==> config.mk <==
export PLATFORM = sky130hd
export DESIGN_NAME = audio_fetch_sequencer
export DESIGN_NICKNAME = d
export VERILOG_FILES = /design/src/rtl/audio_pkg.sv /design/src/rtl/audio_fetch_sequencer_tick_gen.sv /design/src/rtl/audio_fetch_sequencer.sv
export SDC_FILE = /design/constraint.sdc
export NUM_CORES = 1
export LEC_CHECK = 0
export CORE_AREA = 2 2 88 90
export CTS_CLUSTER_SIZE = 12
export DETAILED_ROUTE_END_ITERATION = 7
export DIE_AREA = 0 0 90 92
export PLACE_DENSITY = 0.67
export SLEW_MARGIN = 20
export SYNTH_ARGS = -nofsm -noshare
export SYNTH_HDL_FRONTEND = slang
export SYNTH_SLANG_ARGS = --single-unit
==> constraint.sdc <==
create_clock -name clk -period 5.6 [get_ports clk]
set_input_delay 1.12 -clock clk [delete_from_list [all_inputs] [get_ports clk]]
set_output_delay 1.12 -clock clk [all_outputs]
set_load 0.005 [all_outputs]
==> src/rtl/audio_pkg.sv <==
// Shared constants and state encoding for the audio flash fetch path.
package audio_pkg;

  localparam int                ADDR_W      = 24;
  localparam int                DATA_W      = 8;
  localparam logic [ADDR_W-1:0] FLASH_START = 24'h000000;
  localparam logic [ADDR_W-1:0] FLASH_END   = 24'h1FFFFF;
  localparam int                SAMPLE_DIV  = 2268;

  typedef enum logic [1:0] {
    IDLE  = 2'd0,
    FETCH = 2'd1,
    HOLD  = 2'd2,
    DONE  = 2'd3
  } fetch_state_e;

endpackage

==> src/rtl/audio_fetch_sequencer_tick_gen.sv <==
// Sample-rate divider: one-cycle tick every DIV clocks, held at zero while clr is high.
module sample_tick_gen #(
  parameter int DIV = 2268
) (
  input  logic clk,
  input  logic rst_n,
  input  logic clr,
  output logic tick
);

  localparam int               CNT_W = (DIV > 1) ? $clog2(DIV) : 1;
  localparam logic [CNT_W-1:0] LAST  = CNT_W'(DIV - 1);

  logic [CNT_W-1:0] cnt;

  always_ff @(posedge clk or negedge rst_n) begin
    if (!rst_n) begin
      cnt <= '0;
    end else if (clr || (cnt == LAST)) begin
      cnt <= '0;
    end else begin
      cnt <= cnt + 1'b1;
    end
  end

  assign tick = (cnt == LAST);

endmodule

==> src/rtl/audio_fetch_sequencer.sv <==
// Walks the audio flash region one byte per sample tick, keeping one sample prefetched
// ahead of the PWM stage.
module audio_fetch_sequencer #(
  parameter int                        ADDR_W     = audio_pkg::ADDR_W,
  parameter int                        DATA_W     = audio_pkg::DATA_W,
  parameter logic [ADDR_W-1:0]         START_ADDR = audio_pkg::FLASH_START,
  parameter logic [ADDR_W-1:0]         END_ADDR   = audio_pkg::FLASH_END,
  parameter int                        SAMPLE_DIV = audio_pkg::SAMPLE_DIV
) (
  input  logic              clk,
  input  logic              rst_n,
  input  logic              enable,
  input  logic              loop,
  output logic              rd_req,
  output logic [ADDR_W-1:0] rd_addr,
  input  logic              rd_ack,
  input  logic [DATA_W-1:0] rd_data,
  output logic [DATA_W-1:0] sample_out,
  output logic              sample_valid,
  output logic              playing,
  output logic              done,
  output logic              underrun
);

  import audio_pkg::*;

  fetch_state_e      state;
  logic [ADDR_W-1:0] addr;
  logic [DATA_W-1:0] smp_buf;
  logic              buf_full;
  logic              enable_q;
  logic              tick;
  logic              div_clr;

  assign div_clr = (state == IDLE) || (state == DONE);
  assign rd_addr = addr;

  sample_tick_gen #(
    .DIV (SAMPLE_DIV)
  ) u_tick (
    .clk   (clk),
    .rst_n (rst_n),
    .clr   (div_clr),
    .tick  (tick)
  );

  // Prefetch buffer is pure data; only a retained (enabled) ack loads it.
  always_ff @(posedge clk) begin
    if ((state == FETCH) && rd_ack && enable) begin
      smp_buf <= rd_data;
    end
  end

  always_ff @(posedge clk or negedge rst_n) begin
    if (!rst_n) begin
      state        <= IDLE;
      addr         <= START_ADDR;
      rd_req       <= 1'b0;
      sample_out   <= '0;
      sample_valid <= 1'b0;
      playing      <= 1'b0;
      done         <= 1'b0;
      underrun     <= 1'b0;
      buf_full     <= 1'b0;
      enable_q     <= 1'b0;
    end else begin
      enable_q     <= enable;
      sample_valid <= 1'b0;
      unique case (state)
        IDLE: begin
          if (enable) begin
            state    <= FETCH;
            rd_req   <= 1'b1;
            playing  <= 1'b1;
            underrun <= 1'b0;
          end
        end
        FETCH: begin
          // An ack in the same cycle as a tick wins, so that tick is not an underrun.
          if (rd_ack) begin
            rd_req <= 1'b0;
            if (enable) begin
              state    <= HOLD;
              buf_full <= 1'b1;
            end else begin
              state   <= IDLE;
              playing <= 1'b0;
            end
          end else if (tick) begin
            underrun <= 1'b1;
          end
        end
        HOLD: begin
          if (!enable) begin
            state    <= IDLE;
            buf_full <= 1'b0;
            playing  <= 1'b0;
          end else if (tick && buf_full) begin
            sample_out   <= smp_buf;
            sample_valid <= 1'b1;
            buf_full     <= 1'b0;
            if (addr == END_ADDR) begin
              if (loop) begin
                addr   <= START_ADDR;
                state  <= FETCH;
                rd_req <= 1'b1;
              end else begin
                state   <= DONE;
                done    <= 1'b1;
                playing <= 1'b0;
              end
            end else begin
              addr   <= addr + 1'b1;
              state  <= FETCH;
              rd_req <= 1'b1;
            end
          end
        end
        DONE: begin
          if (enable && !enable_q) begin
            addr    <= START_ADDR;
            done    <= 1'b0;
            state   <= FETCH;
            rd_req  <= 1'b1;
            playing <= 1'b1;
          end
        end
        default: state <= IDLE;
      endcase
    end
  end

endmodule

Word-level counts from Yosys, hierarchy flattened --
Index checks and enable logic that the tools add are counted.
Cells by class: $add $sub $neg 2, equality and inequality tests 20, muxes and demuxes 48, reductions and logical operators 19
Operator list (count):
- $mux 24 | 5
- $pmux 24 s2 | 1
- $mux 1 | 27
- $add 24x1->24 const B | 1
- $eq 24x21->1 const B | 1
- $ne 2x2->1 const B | 10
- $mux 2 | 8
- $add 12x1->12 const B | 1
- $eq 12x12->1 const B | 1
- $mux 12 | 1
- $ne 3x3->1 const B | 4
- $reduce_and 4->1 | 3
- $reduce_and 6->1 | 2
- $pmux 1 s4 | 2
- $pmux 2 s4 | 1
- $reduce_and 7->1 | 1
- $pmux 1 s2 | 3
- $reduce_bool 2->1 | 3
- $reduce_and 5->1 | 1
- $eq 2x2->1 const B | 2
- $logic_and 1x1->1 | 4
- $reduce_and 3->1 | 1
- $eq 2x1->1 const B | 1
- $logic_not 2->1 | 1
- other kinds (3) | 4
Word-level totals: bits in registers 61, input bits 13, output and inout port bits 37, logic and storage cells 101

Logic depth before layout (Yosys ltp) --
Gate-level depths: netlist of the first run.
depth after elaboration 5, depth in mapped cells 9

Cells and area by module --
Synthesis of the first run repeated with hierarchy kept, for this count alone.
Second synthesis, totals: cell total of the unflattened synthesis 320, area total of the unflattened synthesis 3133.0 um^2
Modules (own cells, without submodules):
- audio_fetch_sequencer | instances 1, cells each 255, area an instance 2487.4 um^2, seq. area each 1266.2 um^2
- sample_tick_gen | instances 1, cells each 65, area an instance 645.6 um^2, seq. area each 300.3 um^2

Least setup slack after synthesis of the first run --
No wires, ideal clock.
path type input to register, from in enable, to reg addr[20], in the netlist rd_addr[20], data arrival time 2472 ps, data required time 5476 ps, setup slack 3004 ps, cell stages on the path 7, buffers on the path 3, path through buf_4 > a21boi_0 > nand2_1 > o31a_1 > buf_6 > buf_12 > a211o_1
On the way: cells in the longest elaborated chain, start to end 3, elaborated cells between the ends (all ways) 4, classes of those cells 2 x eq/ne; 2 x reduce/logical
Ends and longest elaborated chain:
- start: declaration | line audio_fetch_sequencer.sv:12 | input logic enable,
- $logic_and 1x1->1 | line audio_fetch_sequencer.sv:120 | if (enable && !enable_q) begin
- $ne 2x1->1 (no line)
- $reduce_and 5->1 (no line) (*)
- end signal: assignment | line audio_fetch_sequencer.sv:113 | addr <= addr + 1'b1;
- end: declaration | line audio_fetch_sequencer.sv:28 | logic [ADDR_W-1:0] addr;
Mark *: on every way between the ends. The rest lies on a longest branch, timed or not. A chain may end at the register's enable or synchronous reset.

Worst setup path in the final report of the first run --
from in enable, to reg addr[15], in the netlist rd_addr[15]
Same word-level chain as after synthesis.

==> out/qor.csv, run 1 <==
metric,value,unit
clockBufferDepth,2,
synthDistinctLibCells,58,
worstMarginPinSlew,0.958,ns
die-area,8280,µm²
vdd_ir_drop_max,137,µV
vias,2563,
crit_slowest_cell,a311oi_4,
synth_fa_ha_area_frac,0.0233,
post-route-period-util,0.596,
grt_max_degree,54,
holdBufCountCts,0,
rsz0062_at_grt,false,
cp-start-kind,input pin,
worst_ep_arrival_time,3.63,ns
hold_viol_final,0,
ff_latch_area,1570,µm²
min_period,3.34,ns
yosysSeqAreaShare,0.487,
rr_startpoint,rd_addr[0],
p_leak,0.00185,µW
clkTransAtPathRegs,0.08,ns
die_x,90,µm
max_cap_viol_count,0,
whs_path_depth,2,
combPwrFrac,0.171,
finalMaxSlewViolations,0,
r2r_end,rd_addr[3],
syn_to_final_growth,24.1,%
ctsHtreeMaxLevel,3,
hold_path_class,register to register,
power_frac_seq,0.408,
drive_gt1_frac,0.0817,
design.core.area,7450,µm²
postRouteAntennaNets,0,
netlist_area,3220,µm²
endpoint_kind,register,
crit_top_cell,and3_1,
r2r_slack,2.89,ns
gr-total-overflow,0,
port_buffers,49,
cts.sinks,61,
antenna_found_initial,0,
power_density,317,nW/µm²
postCtsSetupBuffers,0,
ys_warn_count,0,
async_reset_ff_frac,0.869,
min_from,smp_buf[7],
initial_utilization,0.432,
layout_setup_ws,2.26,ns
wl_per_cell,15.2,µm
nNetsFinal,381,
fp-row-count,32,
postSynthCellCount,313,
via_per_inst,5.46,
multi_input_area,1500,µm²
worstPathCellList,clkdlybuf4s50_1 > and3_1 > nand4_1 > a311oi_4 > and3_1 > a211o_1,
wirelength,7130,µm
pre_cts_slack,1.82,ns
synth.area.top_cells,"dfrtp_1 41%, edfxtp_1 7.5%, nand2_1 5.3%, and3_1 3.9%, nand3_1 2.6%",
setup_viol,0,
yosys.area_share.simple,0.241,
numCtsBuffers,9,
diodes,0,
first_pass_iters,4,
drc,0,
synth-compound-area-share,0.161,
critical_path_class,input pin to register,
synth.top_cell.area_share,0.412,
cts_resized,0,
drtIter0Drc,171,
io-pin-count,50,
synth_top_family_by_area,simple AND/OR/NAND/NOR gates,
hpwl,4920,µm
finalClockSkew,0.00942,ns
post_synth.cell_area_avg,10.3,µm²
outcome,"finished, final reports clean",
slowest_delay,0.82,ns
syn-num-nets,332,
cp_data_required_time,5.89,ns
p_int,924,µW
track_usage,0.182,
grt_pass1_vias,2427,
max_freq,0.299,GHz
ys_top_cells_by_count,"53 x dfrtp_1, 45 x nand2_1, 20 x and3_1, 19 x nor2_1, 17 x nand3_1",
grt_pass1_wl,11900,µm
path_max_fanout,13,
switching_share,0.269,
dominantRegCellSynth,dfrtp_1,
min_to,sample_out[7],
worstRegToRegCells,6,
p_clk_frac,0.421,
tns,0,ns
worstSkewPairLatency,0.35,ns
yosys.area_share.xor_xnor,0.0300,
yosys.area.top_type,dfrtp_1,
yosysMostFrequentCell,dfrtp_1,
place_congestion,0.796,
synthMuxAreaShare,0.00973,
cts_root_buffer,clkbuf_8,
synth-seq-cells,61,
nFillCells,701,
synth-edff-count,8,
cts_tree,done,
relSlewSlack,0.356,
dieHeight,92,µm
p_switching,340,µW
==> critical path: cells and delay by family <==
family                 cells  cell delay (ns)
AND/OR/NAND/NOR            3             0.92
AO/OA/AOI/OAI              2             0.92
buffers and inverters      1             0.66
==> registers in the layout, indices dropped and copies added, names as in the netlist, 2 cells and up <==
name,cells
sample_out,8
smp_buf,8
state,2
u_tick.cnt,12
rd_addr,24
==> per-layer routing <==
layer,global-route usage,up-vias,routed length (µm)
met5,0,-,0
met4,0.0808,0,110
met3,0.0427,10,296
met2,0.273,64,3230
met1,0.251,1243,3500
li1,-,1246,-
==> worst max path at each step <==
stage,startpoint,end,slack [ns],depth (start not counted)
after global routing,enable,rd_addr[21],1.97,6
final,enable,rd_addr[15],2.26,6
after global placement,enable,rd_addr[20],1.91,6
after detailed placement,enable,rd_addr[20],1.82,6
after floorplan,enable,rd_addr[20],3.00,7
after CTS,enable,rd_addr[21],2.20,6
==> power groups by stage <==
| stage | Sequential, µW | Combinational, µW | Clock (µW) |
|---|---|---|---|
| after floorplan | 520 | 142 | 0 |
| after global placement | 523 | 214 | 0 |
| after detailed placement | 524 | 218 | 0 |
| after CTS | 516 | 219 | 542 |
| after global routing | 522 | 242 | 560 |
| final | 515 | 216 | 533 |
==> cell type report <==
cell class | instances | share of cell area
inverters | 10 | 0.00940
clock buffers | 9 | 0.0310
flip-flops and latches | 61 | 0.392
clock inverters | 7 | 0.0367
well taps | 102 | 0.0320
multi-input cells | 230 | 0.375
repair buffers | 50 | 0.124
==> cell families after synthesis <==
family / Yosys count
AOI/OAI and AO/OA: 69
xor gates and xnor gates: 11
adders and majority gates: 6
buffers and inverters: 22
DFF: 61
muxes: 3
and+or+nand+nor: 141
==> cell usage in the layout, fill, tap and decap left out, drive strengths merged, types with 6 or more instances in the layout <==
| cell | Yosys | routed |
|---|---|---|
| clkbuf | 2 | 9 |
| ha | 6 | 6 |
| nor3 | 8 | 8 |
| dfrtp | 53 | 53 |
| nand2 | 45 | 45 |
| o21ai | 11 | 11 |
| clkdlybuf4s50 | 0 | 48 |
| a21oi | 11 | 11 |
| a31oi | 7 | 7 |
| xor2 | 6 | 6 |
| nand4 | 7 | 7 |
| nand3 | 17 | 17 |
| inv | 10 | 11 |
| nor2 | 19 | 19 |
| edfxtp | 8 | 8 |
| and3 | 21 | 21 |
==> per-stage QoR <==
step | cells | area, µm² | util | power [µW] | hold WS (ns)
6_report | 469 | 3990 | 0.536 | 1260 | 0.440
5_1_grt | 469 | 3990 | 0.536 | 1320 | 0.468
4_1_cts | 469 | 3990 | 0.536 | 1280 | 0.445
3_5_place_dp | 453 | 3720 | 0.500 | 742 | 0.433
3_3_place_gp | 453 | 3720 | 0.500 | 737 | 0.423
2_1_floorplan | 313 | 3220 | - | 661 | 0.422
Power figures use the tool's default switching activity.
==> run 2: changes to the inputs <==
Settings changed: PLACE_DENSITY 0.67 to 0.7.
Clock period 5.6 ns to 2.7 ns, I/O delays scaled along.
==> run 2 against run 1 <==
Sequential cell count stayed put. Sequential power is 110% higher. Hold slack worse by 0.20 ns. Setup slack worse by 1.9 ns. Global-route usage is 0.72 points higher. Via count is 5.3% higher. Sequential share of layout area is 0.29 points lower. Highest routed layer unchanged.
==> out/qor.csv, run 2 (synthesized netlist as in run 1, its figures left out) <==
metric,value,unit
drtIter0Drc,134,
ctsHtreeMaxLevel,3,
cts.sinks,61,
numCtsBuffers,9,
rsz0062_at_grt,false,
worstMarginPinSlew,0.687,ns
vdd_ir_drop_max,351,µV
grt_pass1_vias,2564,
track_usage,0.189,
worstSkewPairLatency,0.33,ns
p_leak,0.00188,µW
via_per_inst,5.60,
hold_path_class,input pin to asynchronous set/reset pin,
dieHeight,92,µm
worstPathCellList,inv_1 > ha_1 > and3_1 > nand4_1 > a311o_1 > nor4_1 > a211o_1,
vias,2698,
clkTransAtPathRegs,0.07,ns
cts_root_buffer,clkbuf_8,
clockBufferDepth,2,
design.core.area,7450,µm²
nNetsFinal,394,
hold_viol_final,0,
place_congestion,0.839,
finalMaxSlewViolations,0,
cts_resized,0,
p_int,1650,µW
path_max_fanout,10,
max_cap_viol_count,0,
final_cell_mix,"53 x dfrtp_1, 48 x clkdlybuf4s50_1, 45 x nand2_1",
cts_tree,done,
worst_ep_arrival_time,2.62,ns
final_common_cell,dfrtp_1,
cp-start-kind,register,
p_switching,695,µW
switching_share,0.297,
power_density,583,nW/µm²
power_frac_seq,0.455,
postRouteAntennaNets,0,
relSlewSlack,0.542,
finalClockSkew,0.00548,ns
post-route-period-util,0.868,
drc,0,
drive_gt1_frac,0.113,
combPwrFrac,0.209,
die-area,8280,µm²
crit_slowest_cell,a311o_1,
layout.cells.non_filler,482,
outcome,"finished, final reports clean",
die_x,90,µm
critical_path_class,register to register,
postCtsSetupBuffers,0,
cp_data_required_time,2.98,ns
diodes,0,
first_pass_iters,4,
grt_pass1_wl,12500,µm
endpoint_kind,register,
dp_cells,466,
setup_viol,0,
utilization,0.540,
holdBufCountCts,0,
min_period,2.34,ns
hpwl,5200,µm
slowest_delay,0.57,ns
wirelength,7400,µm
initial_utilization,0.432,
largest_register_ffs,24,
port_buffers,49,
io-pin-count,50,
tns,0,ns
grt_max_degree,29,
antenna_found_initial,0,
p_clk_frac,0.336,
wl_per_cell,15.3,µm
syn_to_final_growth,25.1,%
max_freq,0.427,GHz
gr-total-overflow,0,
fp-row-count,32,
run 2: per-layer routing:
metal	GRT usage	vias to the layer above	routed length, µm
met1	0.260	1312	3410
met4	0.0846	0	133
li1	-	1278	-
met2	0.291	94	3430
met3	0.0362	14	430
met5	0	-	0
run 2: cell type report:
type	instances	area (µm²)
fill	687	3430
inverter	10	37.5
timing repair buffer	63	603
clock inverter	7	66.3
clock buffer	9	124
tap	102	128
sequential	61	1570
multi-input combinational	230	1500
run 2: final timing paths:
check	startpoint	endpoint	slack, ns	cells past startpoint
hold / removal	rst_n	u_tick.cnt[3]	0.24	1
setup / recovery	state[0]	rd_addr[19]	0.36	7
min in group clk	smp_buf[4]	sample_out[4]	0.45	2
setup reg to reg	state[0]	rd_addr[19]	0.36	7
hold reg to reg	smp_buf[4]	sample_out[4]	0.45	2
max in group asynchronous	rst_n	rd_addr[14]	1.88	2
run 2: worst max-delay path: cells and delay by family, from the launching register on:
kind	cells	cell delay [ns]
AOI/OAI and AO/OA	2	0.70
adders and majority gates	1	0.28
buffers and inverters	1	0.11
DFF	1	0.43
and+or+nand+nor	3	0.77
run 2: per-stage QoR:
step	power (µW)	instance area, µm²	setup WS, ns	hold WS [ns]
after floorplan	1370	3220	0.598	0.244
after global placement	1560	3830	0.153	0.426
after detailed placement	1570	3830	0.0792	0.433
after CTS	2360	4020	0.372	0.254
after global routing	2480	4020	0.180	0.283
final	2340	4020	0.357	0.244
run 2: power by group through the flow:
stage / clock [µW] / combinational (µW) / sequential [µW]
4_1_cts: 804 / 492 / 1070
2_1_floorplan: 0 / 294 / 1080
3_5_place_dp: 0 / 488 / 1080
3_3_place_gp: 0 / 475 / 1080
5_1_grt: 847 / 554 / 1080
6_report: 789 / 489 / 1070
==> run 3: changes to the inputs <==
Settings changed: CORE_AREA 2 2 88 90 to 2 2 101 79, DIE_AREA 0 0 90 92 to 0 0 103 81.
==> run 3 against run 2 <==
Hold slack got worse by 0.12 ns. Cell area unchanged. Non-clock buffer count is the same. Die area grew 0.76%. Critical endpoint is now rd_addr[13]. Combinational power is 5.5% lower. Largest cell class unchanged. Clock skew is 0.0052 ns higher. Power grew 0.24%. Sequential power about the same. Register-to-register slack worse by 0.06 ns. Sequential share of layout area did not move. Via count shrank 0.15%. Wire length increased by 1.3%.
==> out/qor.csv, run 3 (synthesized netlist as in run 1, its figures left out) <==
metric,value,unit
wl_per_cell,15.4,µm
power_density,584,nW/µm²
antenna_found_initial,0,
gr-total-overflow,0,
combPwrFrac,0.197,
hold_path_class,input pin to asynchronous set/reset pin,
postCtsSetupBuffers,0,
worstRegToRegCells,6,
final_common_cell,dfrtp_1,
min_period,2.40,ns
crit_buf_inv,0,
nNetsFinal,394,
drc,0,
largest_register_ffs,24,
p_int,1640,µW
max_freq,0.417,GHz
r2r_slack,0.30,ns
outcome,"finished, final reports clean",
endpoint_kind,register,
diodes,0,
via_per_inst,5.55,
final_cell_mix,"53 x dfrtp_1, 48 x clkdlybuf4s50_1, 45 x nand2_1",
grt_pass1_vias,2519,
worstMarginPinSlew,0.772,ns
dieHeight,81,µm
path_max_fanout,17,
stdcell_area,4020,µm²
critical_path_class,register to register,
cts.sinks,61,
cts_resized,0,
cp_top_family,compound AO/OA/AOI/OAI gates,
tns,0,ns
setup_viol,0,
post-route-period-util,0.888,
switching_share,0.301,
ctsHtreeMaxLevel,3,
r2r_end,rd_addr[13],
numCtsBuffers,9,
finalClockSkew,0.0107,ns
p_leak,0.00188,µW
crit_slowest_cell,o31a_1,
holdBufCountCts,0,
drtIter0Drc,189,
power_frac_seq,0.458,
port_buffers,49,
wirelength,7490,µm
grt_max_degree,22,
cp-start-kind,register,
cp_data_required_time,2.98,ns
max_cap_viol_count,0,
rr_startpoint,rd_addr[1],
p_clk_frac,0.346,
worst_ep_arrival_time,2.67,ns
die-area,8340,µm²
dpl-instance-area,3820,µm²
cts_root_buffer,clkbuf_8,
syn_to_final_growth,25.1,%
hold_viol_final,0,
design.core.area,7500,µm²
place_congestion,0.826,
worstPathCellList,ha_1 > and3_1 > nand4_4 > nor4b_4 > o31a_1 > a221o_1,
track_usage,0.192,
nFillCells,693,
clockBufferDepth,2,
clkTransAtPathRegs,0.07,ns
initial_utilization,0.429,
worstSkewPairLatency,0.34,ns
p_switching,707,µW
die_x,103,µm
first_pass_iters,4,
holdWs,0.122,ns
slowest_delay,0.68,ns
vdd_ir_drop_max,315,µV
grt_pass1_wl,12300,µm
relSlewSlack,0.485,
rsz0062_at_grt,false,
fp-row-count,28,
io-pin-count,50,
vias,2694,
drive_gt1_frac,0.113,
postRouteAntennaNets,0,
finalMaxSlewViolations,0,
cts_tree,done,
hpwl,5350,µm
## run 3: cell types whose count changed in the layout (fill, tap and decap cells not counted)
cell and change:
clkinv_2 -2, clkinv_4 +2, buf_12 -1, buf_4 +1
clkinvlp_4 -1, inv_6 +1
## run 3: worst max-delay path by stage
stage,start,endpoint,depth (start not counted)
after global routing,rd_addr[1],rd_addr[19],7
after detailed placement,enable,rd_addr[13],5
after global placement,enable,rd_addr[13],5
final,rd_addr[1],rd_addr[13],6
after floorplan,rd_addr[0],rd_addr[20],9
after CTS,rd_addr[1],rd_addr[1],6
## run 3: cell type report
class | instances | area [µm²] | area share
flip-flops and latches | 61 | 1570 | 0.390
clock inverters | 7 | 75.1 | 0.0187
inverters | 10 | 37.5 | 0.00933
well taps | 105 | 131 | 0.0327
repair buffers | 63 | 591 | 0.147
clock buffers | 9 | 124 | 0.0308
multi-input cells | 230 | 1500 | 0.372
## run 3: stage by stage
stage / util / setup slack (ns) / total power [µW] / instances
3_3_place_gp: 0.510 / 0.153 / 1540 / 469
6_report: 0.536 / 0.301 / 2350 / 485
5_1_grt: 0.536 / 0.181 / 2490 / 485
3_5_place_dp: 0.510 / 0.0488 / 1560 / 469
2_1_floorplan: - / 0.598 / 1370 / 313
4_1_cts: 0.536 / 0.321 / 2370 / 485
## run 3: metal layers
metal | global-route usage | wire (µm) | vias to the layer above | share of wire
met5 | 0 | 0 | - | 0
met4 | 0.0474 | 112 | 0 | 0.015
met3 | 0.0559 | 405 | 12 | 0.054
met2 | 0.288 | 3450 | 84 | 0.46
met1 | 0.273 | 3520 | 1327 | 0.47
li1 | - | - | 1271 | -
## run 3: power by group through the flow
stage | clock network, µW | logic (µW) | registers (µW)
6_report | 813 | 462 | 1080
3_3_place_gp | 0 | 456 | 1090
5_1_grt | 883 | 521 | 1090
3_5_place_dp | 0 | 465 | 1090
2_1_floorplan | 0 | 294 | 1080
4_1_cts | 825 | 467 | 1070
